`config.mk`:
```
export PLATFORM = sky130hd
export DESIGN_NAME = tx_flat
export DESIGN_NICKNAME = d
export VERILOG_FILES = /design/src/rtl/tx_pkg.sv /design/src/rtl/tx_if.sv /design/src/rtl/tx_baud_counter.sv /design/src/rtl/tx.sv /design/src/flat_wrapper.sv
export SDC_FILE = /design/constraint.sdc
export NUM_CORES = 1
export LEC_CHECK = 0
export CORE_UTILIZATION = 40
export CTS_CLUSTER_DIAMETER = 50
export CTS_CLUSTER_SIZE = 14
export DETAILED_ROUTE_END_ITERATION = 7
export PLACE_DENSITY = 0.65
export RECOVER_POWER = 100
export SLEW_MARGIN = 20
export SYNTH_ARGS = -nofsm -noshare
export SYNTH_HDL_FRONTEND = slang
export SYNTH_HIERARCHICAL = 1
export SYNTH_SLANG_ARGS = --single-unit
```
`constraint.sdc`:
```
create_clock -name clk -period 2.85 [get_ports clk]
set_input_delay 0.57 -clock clk [delete_from_list [all_inputs] [get_ports clk]]
set_output_delay 0.57 -clock clk [all_outputs]
set_load 0.01 [all_outputs]
```
`src/rtl/tx_pkg.sv`:
```
// Shared serial-line parameters and transmitter state encoding, used by tx and rx.
package tx_pkg;

    localparam int CLOCK_FREQUENCY = 50_000_000;
    localparam int BAUD_RATE       = 110;

    // Bit time in system clocks, truncated toward zero.
    function automatic int bit_time(input int clock_frequency, input int baud_rate);
        return $rtoi(real'(clock_frequency) / real'(baud_rate));
    endfunction

    function automatic int count_width(input int n);
        return (n > 1) ? $clog2(n) : 1;
    endfunction

    localparam int BIT_TIME    = bit_time(CLOCK_FREQUENCY, BAUD_RATE);
    localparam int COUNT_WIDTH = count_width(BIT_TIME);

    typedef enum logic [1:0] {
        IDLE  = 2'd0,
        START = 2'd1,
        DATA  = 2'd2,
        STOP  = 2'd3
    } tx_state_e;

endpackage

```
`src/rtl/tx_if.sv`:
```
// Character/flag handshake between a host and the serial transmitter.
interface tx_if;

    logic       load;
    logic [0:7] char;
    logic       clear_flag;
    logic       tx;
    logic       flag;
    logic       busy;

    modport master (
        output load, char, clear_flag,
        input  tx, flag, busy
    );

    modport slave (
        input  load, char, clear_flag,
        output tx, flag, busy
    );

endinterface

```
`src/rtl/tx_baud_counter.sv`:
```
// Bit timer: loads N-1, counts down and pulses tick for one clock on terminal count.
module baud_counter
    import tx_pkg::*;
#(
    parameter int BIT_TIME    = tx_pkg::BIT_TIME,
    parameter int COUNT_WIDTH = tx_pkg::COUNT_WIDTH
) (
    input  logic clk,
    input  logic reset,
    input  logic restart,
    input  logic enable,
    output logic tick
);

    localparam logic [COUNT_WIDTH-1:0] RELOAD = COUNT_WIDTH'(BIT_TIME - 1);

    logic [COUNT_WIDTH-1:0] count;

    // Held at zero while disabled so an idle line never produces ticks.
    always_ff @(posedge clk) begin
        if (reset) begin
            count <= '0;
        end else if (restart) begin
            count <= RELOAD;
        end else if (!enable) begin
            count <= '0;
        end else if (count == '0) begin
            count <= RELOAD;
        end else begin
            count <= count - COUNT_WIDTH'(1);
        end
    end

    assign tick = enable && (count == '0);

endmodule

```
`src/rtl/tx.sv`:
```
// Serial character transmitter (start bit, 8 data bits LSB first, stop bit).
// Define TX_TWO_STOP_BITS_EN for two stop bits (ASR-33 110-baud framing).
module tx
    import tx_pkg::*;
#(
    parameter int clock_frequency = CLOCK_FREQUENCY,
    parameter int baud_rate       = BAUD_RATE
) (
    input  logic clk,
    input  logic reset,
    input  logic clear,
    tx_if.slave  bus
);

    localparam int N  = bit_time(clock_frequency, baud_rate);
    localparam int CW = count_width(N);

    tx_state_e  state;
    tx_state_e  state_next;
    logic       sync_clear;
    logic       tick;
    logic       start_frame;
    logic       frame_done;
    logic       stop_last;
    logic [2:0] bit_cnt;
    logic [0:7] shift_reg;
    logic       tx_q;
    logic       flag_q;

    assign sync_clear = reset | clear;

    baud_counter #(
        .BIT_TIME    (N),
        .COUNT_WIDTH (CW)
    ) u_baud (
        .clk     (clk),
        .reset   (sync_clear),
        .restart (start_frame),
        .enable  (state != IDLE),
        .tick    (tick)
    );

`ifdef TX_TWO_STOP_BITS_EN
    logic stop_cnt;

    always_ff @(posedge clk) begin
        if (sync_clear || state != STOP) begin
            stop_cnt <= 1'b0;
        end else if (tick) begin
            stop_cnt <= ~stop_cnt;
        end
    end

    assign stop_last = stop_cnt;
`else
    assign stop_last = 1'b1;
`endif

    always_ff @(posedge clk) begin
        if (sync_clear) begin
            state <= IDLE;
        end else begin
            state <= state_next;
        end
    end

    always_comb begin
        state_next  = state;
        start_frame = 1'b0;
        frame_done  = 1'b0;
        case (state)
            IDLE: begin
                if (bus.load) begin
                    state_next  = START;
                    start_frame = 1'b1;
                end
            end
            START: begin
                if (tick) begin
                    state_next = DATA;
                end
            end
            DATA: begin
                if (tick && bit_cnt == 3'd7) begin
                    state_next = STOP;
                end
            end
            STOP: begin
                if (tick && stop_last) begin
                    state_next = IDLE;
                    frame_done = 1'b1;
                end
            end
            default: begin
                state_next = IDLE;
            end
        endcase
    end

    // The line is registered; shift_reg[7] always holds the next data bit to go out.
    always_ff @(posedge clk) begin
        if (sync_clear) begin
            tx_q      <= 1'b1;
            flag_q    <= 1'b0;
            bit_cnt   <= '0;
            shift_reg <= '0;
        end else begin
            if (start_frame) begin
                shift_reg <= bus.char;
                bit_cnt   <= '0;
                tx_q      <= 1'b0;
            end else if (tick) begin
                case (state)
                    START: begin
                        tx_q      <= shift_reg[7];
                        shift_reg <= {1'b0, shift_reg[0:6]};
                    end
                    DATA: begin
                        if (bit_cnt == 3'd7) begin
                            tx_q <= 1'b1;
                        end else begin
                            tx_q      <= shift_reg[7];
                            shift_reg <= {1'b0, shift_reg[0:6]};
                            bit_cnt   <= bit_cnt + 3'd1;
                        end
                    end
                    default: begin
                    end
                endcase
            end

            // A completing frame outranks a simultaneous clear_flag.
            if (frame_done) begin
                flag_q <= 1'b1;
            end else if (bus.clear_flag) begin
                flag_q <= 1'b0;
            end
        end
    end

    assign bus.tx   = tx_q;
    assign bus.flag = flag_q;
    assign bus.busy = (state != IDLE);

endmodule
```
`src/flat_wrapper.sv`:
```
// flat-port wrapper written by rule: the top's interface ports become plain ports
module tx_flat import tx_pkg::*;
#(
    parameter int clock_frequency = CLOCK_FREQUENCY,
    parameter int baud_rate       = BAUD_RATE
)
  (clk, reset, clear, bus_load, bus_char, bus_clear_flag, bus_tx, bus_flag, bus_busy);
  tx_if bus_i ();
  input  logic clk;
  input  logic reset;
  input  logic clear;
  input wire logic [$bits(bus_i.load)-1:0] bus_load;
  input wire logic [$bits(bus_i.char)-1:0] bus_char;
  input wire logic [$bits(bus_i.clear_flag)-1:0] bus_clear_flag;
  output wire logic [$bits(bus_i.tx)-1:0] bus_tx;
  output wire logic [$bits(bus_i.flag)-1:0] bus_flag;
  output wire logic [$bits(bus_i.busy)-1:0] bus_busy;
  assign bus_i.load = bus_load;
  assign bus_i.char = bus_char;
  assign bus_i.clear_flag = bus_clear_flag;
  assign bus_tx = bus_i.tx;
  assign bus_flag = bus_i.flag;
  assign bus_busy = bus_i.busy;
  tx #(.clock_frequency(clock_frequency), .baud_rate(baud_rate)) u_core (.clk(clk), .reset(reset), .clear(clear), .bus(bus_i));
endmodule
```
## Yosys cells after proc, flatten, opt, wreduce, memory -nomap -nowiden

Cells that the tools add are included.

- Word-level logic and storage cells: 57
- Input port bits: 13
- Bits in registers: 34
- Output and inout port bits: 3

- Eq/ne operators: 9
- Muxes and demuxes: 22
- Reductions and logical operators: 14
- $add $sub $neg: 2
- Bitwise logic cells: 3

Operator list:

| operator | number |
|---|---|
| 19-bit 2-to-1 mux | 3 |
| 8-bit 2-to-1 mux | 3 |
| 19-bit logical NOT | 1 |
| 19-bit by 1-bit subtractor with 19-bit output (second input constant) | 1 |
| 8-bit case mux with 2 select lines | 1 |
| 1-bit 2-to-1 mux | 9 |
| 2-bit 2-to-1 mux | 4 |
| 2-bit case mux with 4 select lines | 1 |
| 2-bit by 1-bit inequality test with 1-bit output (second input constant) | 3 |
| 3-bit AND reduction | 2 |
| 2-bit nonzero test | 3 |
| 2-bit == test (second input constant) | 2 |
| 4-bit AND reduction | 1 |
| 4-bit OR reduction | 1 |
| 3-bit by 1-bit adder with 3-bit output (second input constant) | 1 |
| 3-bit == test (second input constant) | 1 |
| 3-bit by 2-bit inequality test with 1-bit output (second input constant) | 1 |
| 3-bit nonzero test | 1 |
| 2-bit by 1-bit == test with 1-bit output (second input constant) | 1 |
| 1-bit logical AND | 2 |
| 2-bit logical NOT | 1 |
| 2-bit inequality test (second input constant) | 1 |
| 1-bit inverter | 2 |
| 1-bit case mux with 2 select lines | 1 |
| other kinds (3) | 3 |

## Longest topological paths before layout

Gate-level depths: netlist (run 1).

- Depth after elaboration: 5
- Depth in mapped cells: 9
- Mapped depth without buffers: 9

## Cells and area by module

Netlist (run 1), hierarchy kept.

By module, submodules not included:

| module | sequential area each (um^2) | cells an instance | instances | area an instance (um^2) |
|---|---|---|---|---|
| baud_counter | 380.4 | 101 | 1 | 877.1 |
| tx | 300.3 | 100 | 1 | 817.0 |

## Least setup slack after synthesis (run 1)

No wires, ideal clock.

- Path kind: reg2reg
- From: register u_core.u_baud.count[0]
- To: register u_core.state[0]
- Stages on the path, launching flop included: 10
- Setup time: 78 ps
- Arrival: 2241 ps
- Path buffers: 0
- Slack: 531 ps
- Required time: 2772 ps
- Clock period less this slack: 2319 ps
- Path through: dfxtp_1 -> inv_1 -> ha_1 -> or4b_2 -> nor3_1 -> and3_1 -> o21ba_2 -> a221oi_1 -> nor2_1 -> nor3_1

- Longest elaborated chain between the ends: 5
- Elaborated cells on any way between the ends: 7
- Those cells by class: eq/ne (3); reduce/logical (4)

Ends and longest elaborated chain:

| what | line | source |
|---|---|---|
| from (decl) | tx_baud_counter.sv:17 | `logic [COUNT_WIDTH-1:0] count;` |
| from (signal assigned) | tx_baud_counter.sv:30 | `count <= count - COUNT_WIDTH'(1);` |
| 19-bit logical NOT (*) | tx_baud_counter.sv:34 | `assign tick = enable && (count == '0);` |
| 1-bit logical AND (*) | tx_baud_counter.sv:34 |  |
| net u_core.tick | tx.sv:21 | `logic tick;` |
| 1-bit logical AND | tx.sv:84 | `if (tick && bit_cnt == 3'd7) begin` |
| 2-bit by 1-bit inequality test with 1-bit output (no line) | -- |  |
| 4-bit AND reduction (no line) (*) | -- |  |
| to (signal assigned) | tx.sv:63 | `state <= state_next;` |
| to (decl) | tx.sv:18 | `tx_state_e state;` |

Mark *: on every way through the listed nets, which the timed path passes. The rest lies on a longest branch.
A chain may end at the register's enable or synchronous reset.

## Worst setup path after layout (run 1)

- From: register u_core.u_baud.count[0]
- To: register u_core/shift_reg[2] in the netlist's numbering

- Longest elaborated chain between the ends: 4

Ends and longest elaborated chain:

| what | line | source |
|---|---|---|
| 19-bit logical NOT | tx_baud_counter.sv:34 |  |
| 1-bit logical AND | tx_baud_counter.sv:34 |  |
| net u_core.tick | tx.sv:21 |  |
| 2-bit nonzero test (no line) | -- |  |
| 3-bit AND reduction (no line) | -- |  |
| to (signal assigned) | tx.sv:109 | `shift_reg <= bus.char;` |
| to (signal assigned) | tx.sv:116 | `shift_reg <= {1'b0, shift_reg[0:6]};` |
| to (signal assigned) | tx.sv:123 | `shift_reg <= {1'b0, shift_reg[0:6]};` |
| to (decl) | tx.sv:26 | `logic [0:7] shift_reg;` |

The timed path passes the listed nets, and every way through them passes these cells.

==> results_dict.tcl, run 1 <==
set metrics [dict create \
    clock_insertion_delay_at_the_later_pin_of_the_skew_report_ns 0.28 \
    synth_fp_nets 223 \
    ys_seq_elements 34 \
    cts_hold_buf 0 \
    layout.area.seq_um2 681 \
    worst_setup_path_startpoint "u_core/u_baud/count[0]$_SDFF_PP0_" \
    slew_viol_final 0 \
    die_h_um 67.1 \
    synthesis.instances 201 \
    clockRootBuffer "clkbuf_8" \
    total_power_mw 1.10 \
    synth.area.top_cells "dfxtp_1, ha_1, a21oi_1" \
    cts.repair.resized 0 \
    critPathSlowestCell "or4b_2" \
    worstPathArrival_ns 2.79 \
    final_design_area_no_fill_um2 1990 \
    post_route_clock_period_utilization_pct 90.4 \
    status "complete, no violations" \
    ios 16 \
    layout.filler_cells 402 \
    clkTransAtPathRegs_ns 0.06 \
    area.growth.synth_to_final_pct 17.7 \
    hold_violations 0 \
    floorplan_die_area_um2 4500 \
    synth_flop_cell "dfxtp_1" \
    reg2reg_setup_slack_ns 0.27 \
    post_dr_vias_cell 5.37 \
    die_x_um 67.1 \
    report.final.setup_viol 0 \
    worst_ep_required_ns 3.07 \
    max-vdd-ir-drop_v 0.000280 \
    drc_errors 0 \
    groute.usage.overall_pct 16.8 \
    clock.fmax_ghz 0.388 \
    grt_pass1_wl_mm 5.69 \
    dpl_worst_slack_ns 0.270 \
    synth.yosys.seq_area_share_pct 40.2 \
    post_cts_buffers 0 \
    first_pass_iters 4 \
    syn_area_um2 1690 \
    synth_edf_count 0 \
    io_buffer_count 15 \
    largest_register_ffs 19 \
    detail_route.iter0.violations 57 \
    largest_stage_delay_worst_path_ns 0.61 \
    drv.max_cap_violation_count 0 \
    timing.setup.tns_ns 0 \
    multiInputGateArea_um2 945 \
    worst-setup-path-type "flop to flop" \
    num_rows 23 \
    setup.worst_path.end_class "flop" \
    worst_pin_slew_ns 0.971 \
    synthesized_area_per_cell_um2 8.43 \
    hp_start "u_core/shift_reg[6]$_SDFFE_PP0P_" \
    gp_congestion 0.781 \
    detailroute.via_count 1456 \
    crit_path_max_fanout 15 \
    placed_area_um2 1910 \
    dp_hpwl_mm 2.32 \
    synthMostInstantiatedCell "dfxtp_1" \
    worstPathCellList "inv_1, ha_1, or4b_2, nor3_1, and3_1, o21ai_1, a22o_1, a21oi_1" \
    yosysTopAreaCellShare_pct 40.2 \
    cts_tree "yes" \
    cts_buffers 5 \
    layout-drive-gt1-share_pct 7.69 \
    top_cell_types_by_occurrence_after_synthesis "dfxtp_1, nand2_1, a21oi_1, nor2_1, nand3_1" \
    hold_class "flop to flop" \
    antenna_found_initial 0 \
    design.final.nets 242 \
    first_global_vias 1295 \
    design.core.area_um2 4030 \
    floorplan.initialDensity_pct 42.0 \
    post_dr_wirelength_cell_um 11.9 \
    grt_start_max_net_pins 23 \
    clock_tree.buffer_depth 2 \
    setup_ws_ns 0.273 \
    start_kind "flop" \
    gr-total-overflow 0 \
    ant_nets 0 \
    critical-path-top-delay-family "simple AND/OR/NAND/NOR gates" \
    timing.max_slew.rel_slack_pct 34.8 \
    ys_async_sr_fraction_pct 0 \
    min_period_ns 2.58 \
    rsz0062_at_grt "false" \
    finalHoldWorstSlack_ns 0.468 \
    worst_r2r_startpoint "u_core/u_baud/count[0]$_SDFF_PP0_" \
    total_leakage_power_nw 0.828 \
    critical_path.n_buffers_inverters 1 \
    n_antenna_cell 0 \
    ys.warnings.count 6 \
    clkSinkCount 34 \
    cts_max_level 2 \
    netlist.top_cell.by_area "dfxtp_1" \
    cell_pwr_density_nw_per_um2 550 \
    fin_worst_skew_ns 0.00564 \
    synth_cell_types 39 \
    detail_route.wirelength_mm 3.22 \
]
==> metrics by stage <==
stage	instances	util, %
final	271	49.5
after global routing	271	49.5
after CTS	271	49.6
after detailed placement	263	47.3
after global placement	263	47.3
after floorplan	201	-
==> metal layers <==
metal / global-route usage, % / up-vias / part of all wire [%] / wire length (um)
met5: 0 / - / 0 / 0
met4: 7.98 / 0 / 1.9 / 61
met3: 4.11 / 8 / 3.0 / 96
met2: 26.5 / 22 / 46 / 1470
met1: 21.1 / 665 / 49 / 1580
li1: - / 761 / - / -
==> cell usage in the layout (no fill, tap or decap), types with 2 or more instances in the layout <==
cell type / instances
buf_4: 4
or2_2: 2
a31oi_1: 5
a21oi_1: 17
xnor2_1: 8
inv_1: 9
xor2_1: 3
nor4_1: 5
ha_1: 9
or3_1: 4
nor3_1: 10
clkbuf_8: 6
o21ai_0: 7
clkdlybuf4s50_1: 12
or4_1: 5
nor2_1: 13
nand3_1: 11
nand2_1: 21
nand2b_1: 2
dlygate4sd3_1: 3
a22o_1: 7
dfxtp_1: 34
o21a_1: 2
mux2i_1: 2
o31ai_1: 4
==> power breakdown <==
part	total (mW)	internal [mW]	switching, mW	leakage, nW
registers	0.513	0.494	0.0187	0.276
logic	0.219	0.103	0.116	0.503
clock network	0.363	0.195	0.169	0.0482
total	1.10	0.792	0.304	0.828
==> path summary, 6_finish.rpt <==
| check | endpoint | cells after the start |
|---|---|---|
| worst min-delay path | u_core/shift_reg[6]$_SDFFE_PP0P_ | 2 |
| worst max register to register | u_core/shift_reg[2]$_SDFFE_PP0P_ | 8 |
| worst min register to register | u_core/shift_reg[6]$_SDFFE_PP0P_ | 2 |
| worst max-delay path | u_core/shift_reg[2]$_SDFFE_PP0P_ | 8 |
==> logic make-up (layout without fill, tap and decap cells) <==
family	Yosys count	in the layout	share of synthesized area [%]
XOR/XNOR	11	11	5.69
flip-flops	34	34	40.2
AO/OA/AOI/OAI	48	48	18.2
buffers and inverters	16	36	3.84
adder cells (fa/ha/maj)	9	9	6.65
multiplexers	2	2	1.18
AND/OR/NAND/NOR	81	81	24.3
==> tightest hold or removal path: stages, from the launching register on <==
cell     delay [ns]
dfxtp_1        0.31
nand3_1        0.06
a21oi_1        0.05
==> cell type report <==
cell class / count / share of cell area [%]
multi-input cells: 151 / 47.4
flip-flops and latches: 34 / 34.1
repair buffers: 19 / 9.04
clock buffers: 7 / 4.33
well taps: 50 / 3.14
inverters: 9 / 1.69
clock inverters: 1 / 0.251
Power figures use the tool's default switching activity.
==> inputs of run 2 (changes only) <==
CTS_CLUSTER_SIZE = 8   (was 14)
==> results of run 2 <==
Final layout, timing and power as in run 1 (identical DEF).
==> inputs of run 3 (changes only) <==
CORE_UTILIZATION = 56   (was 40)
PLACE_DENSITY = 0.84   (was 0.65)
==> run 3 against run 2 <==
  * Core utilization grew 20 points
  * Largest power group unchanged
  * Critical path depth is the same
  * Sequential share of layout area grew 0.74 points
  * Via count grew 0.55%
  * Clock skew grew 0.0016 ns
  * First-iteration DRC count shrank 7.0%
  * Critical endpoint is now u_core/state[0]$_SDFFE_PP0P_
  * Critical path type unchanged
  * Wire length grew 4.9%
==> results_dict.tcl, run 3 (synthesized netlist as in run 1, its figures left out) <==
set metrics [dict create \
    detail_route.iter0.violations 53 \
    hold_class "flop to flop" \
    critical-path-top-cell-by-count "nor3_1" \
    groute.usage.overall_pct 23.1 \
    setup.worst_path.end_class "flop" \
    crit_path_max_fanout 6 \
    area.growth.synth_to_final_pct 15.1 \
    reg2reg_setup_slack_ns 0.33 \
    clkSinkCount 34 \
    cts_max_level 2 \
    place_inst 242 \
    min_period_ns 2.52 \
    detailroute.via_count 1464 \
    die_h_um 57 \
    critPathSlowestCell "or4b_2" \
    status "complete, no violations" \
    largest_stage_delay_worst_path_ns 0.61 \
    reg2regPathDepth 8 \
    io_buffer_count 15 \
    first_global_vias 1423 \
    holdPathStages 2 \
    post_cts_buffers 0 \
    post_dr_wirelength_cell_um 13.5 \
    critical-path-top-delay-family "simple AND/OR/NAND/NOR gates" \
    cts_tree "yes" \
    hold_end "u_core/bus.flag$_SDFFE_PP0P_" \
    post_dr_vias_cell 5.86 \
    first_pass_iters 4 \
    max-vdd-ir-drop_v 0.000394 \
    design.core.area_um2 2810 \
    antenna_found_initial 0 \
    die_x_um 57 \
    fin_worst_skew_ns 0.00728 \
    worst_pin_slew_ns 0.699 \
    floorplan.initialDensity_pct 60.4 \
    design.final.nets 240 \
    clkTransAtPathRegs_ns 0.10 \
    post_route_clock_period_utilization_pct 88.5 \
    clock_tree.buffer_depth 2 \
    worst_r2r_startpoint "u_core/u_baud/count[0]$_SDFF_PP0_" \
    dp_hpwl_mm 2.57 \
    detail_route.wirelength_mm 3.38 \
    layout-drive-gt1-share_pct 7.76 \
    clock.fmax_ghz 0.396 \
    largest_register_ffs 19 \
    ios 16 \
    clock_insertion_delay_at_the_later_pin_of_the_skew_report_ns 0.32 \
    num_rows 19 \
    worstPathArrival_ns 2.73 \
    worst_ep_required_ns 3.06 \
    grt_start_max_net_pins 23 \
    cts_buffers 5 \
    drc_errors 0 \
    timing.setup.tns_ns 0 \
    slew_viol_final 0 \
    hp_start "u_core/bus.flag$_SDFFE_PP0P_" \
    finalHoldWorstSlack_ns 0.476 \
    floorplan_die_area_um2 3250 \
    ant_nets 0 \
    gp_congestion 0.795 \
    hold_violations 0 \
    layout_commonest_cell "dfxtp_1" \
    start_kind "flop" \
    n_antenna_cell 0 \
    cts_hold_buf 0 \
    total_leakage_power_nw 0.820 \
    final_cell_mix "dfxtp_1, nand2_1, a21oi_1" \
    report.final.setup_viol 0 \
    drv.max_cap_violation_count 0 \
    critical_path.n_buffers_inverters 1 \
    final-instance-count-excl-fill 250 \
    clockRootBuffer "clkbuf_4" \
    layout.filler_cells 216 \
    gr-total-overflow 0 \
    grt_pass1_wl_mm 5.94 \
    critical_r2r_capture "u_core/state[0]$_SDFFE_PP0P_" \
    worst-setup-path-type "flop to flop" \
    timing.max_slew.rel_slack_pct 53.3 \
    worstPathCellList "inv_1, ha_1, or4b_2, nor3_1, and3_1, o21ba_1, a2111oi_0, nor3_1" \
    rsz0062_at_grt "false" \
    cell_pwr_density_nw_per_um2 549 \
]
[run 3: routing by layer]
| metal | vias to the layer above | share of wire [%] | global-route usage (%) |
|---|---|---|---|
| li1 | 754 | - | - |
| met1 | 683 | 43 | 25.4 |
| met2 | 20 | 53 | 43.7 |
| met3 | 7 | 2.6 | 5.44 |
| met4 | 0 | 1.7 | 6.97 |
| met5 | - | 0 | 0 |
[run 3: worst max path at each step]
stage | end | cells past startpoint | startpoint | slack (ns)
2_1_floorplan | u_core/state[0]$_SDFFE_PP0P_ | 9 | u_core/u_baud/count[0]$_SDFF_PP0_ | 0.53
6_report | u_core/state[0]$_SDFFE_PP0P_ | 8 | u_core/u_baud/count[0]$_SDFF_PP0_ | 0.33
3_5_place_dp | u_core/state[0]$_SDFFE_PP0P_ | 9 | u_core/u_baud/count[0]$_SDFF_PP0_ | 0.22
5_1_grt | u_core/state[0]$_SDFFE_PP0P_ | 9 | u_core/u_baud/count[0]$_SDFF_PP0_ | 0.16
3_3_place_gp | u_core/state[0]$_SDFFE_PP0P_ | 9 | u_core/u_baud/count[0]$_SDFF_PP0_ | 0.43
4_1_cts | u_core/state[0]$_SDFFE_PP0P_ | 9 | u_core/u_baud/count[0]$_SDFF_PP0_ | 0.21
[run 3: what timing repair did]
item	4_1_cts	5_1_grt
endpoints found under the hold margin	0	0
gates resized for setup	0	1
setup endpoints to repair	0	2
[run 3: power by group]
| group | leakage (nW) | internal, mW | switching [mW] |
|---|---|---|---|
| clock network | 0.0450 | 0.182 | 0.159 |
| registers | 0.276 | 0.494 | 0.0189 |
| logic | 0.498 | 0.0992 | 0.120 |
[run 3: cell type report]
class,instances,area [um^2],area share (%)
clock buffer,5,37.5,1.92
clock inverter,3,40.0,2.05
inverter,9,33.8,1.73
multi-input combinational,151,955,48.9
sequential,34,681,34.9
tap,31,38.8,1.99
timing repair buffer,17,165,8.47
[run 3: stage by stage]
stage / total power, mW / area, um^2 / setup WS (ns) / utilization, %
2_1_floorplan: 0.686 / 1690 / 0.531 / -
3_3_place_gp: 0.729 / 1870 / 0.429 / 66.5
3_5_place_dp: 0.740 / 1870 / 0.219 / 66.5
4_1_cts: 1.08 / 1940 / 0.210 / 69.3
5_1_grt: 1.13 / 1950 / 0.164 / 69.5
6_report: 1.07 / 1950 / 0.327 / 69.5
[run 3: worst reg2reg max path, stage by stage, from the launching register on]
cell and delay, ns:
dfxtp_1 0.36, inv_1 0.07, ha_1 0.18, or4b_2 0.61, nor3_1 0.21, and3_1 0.31, o21ba_1 0.21, a2111oi_0 0.40
nor3_1 0.08
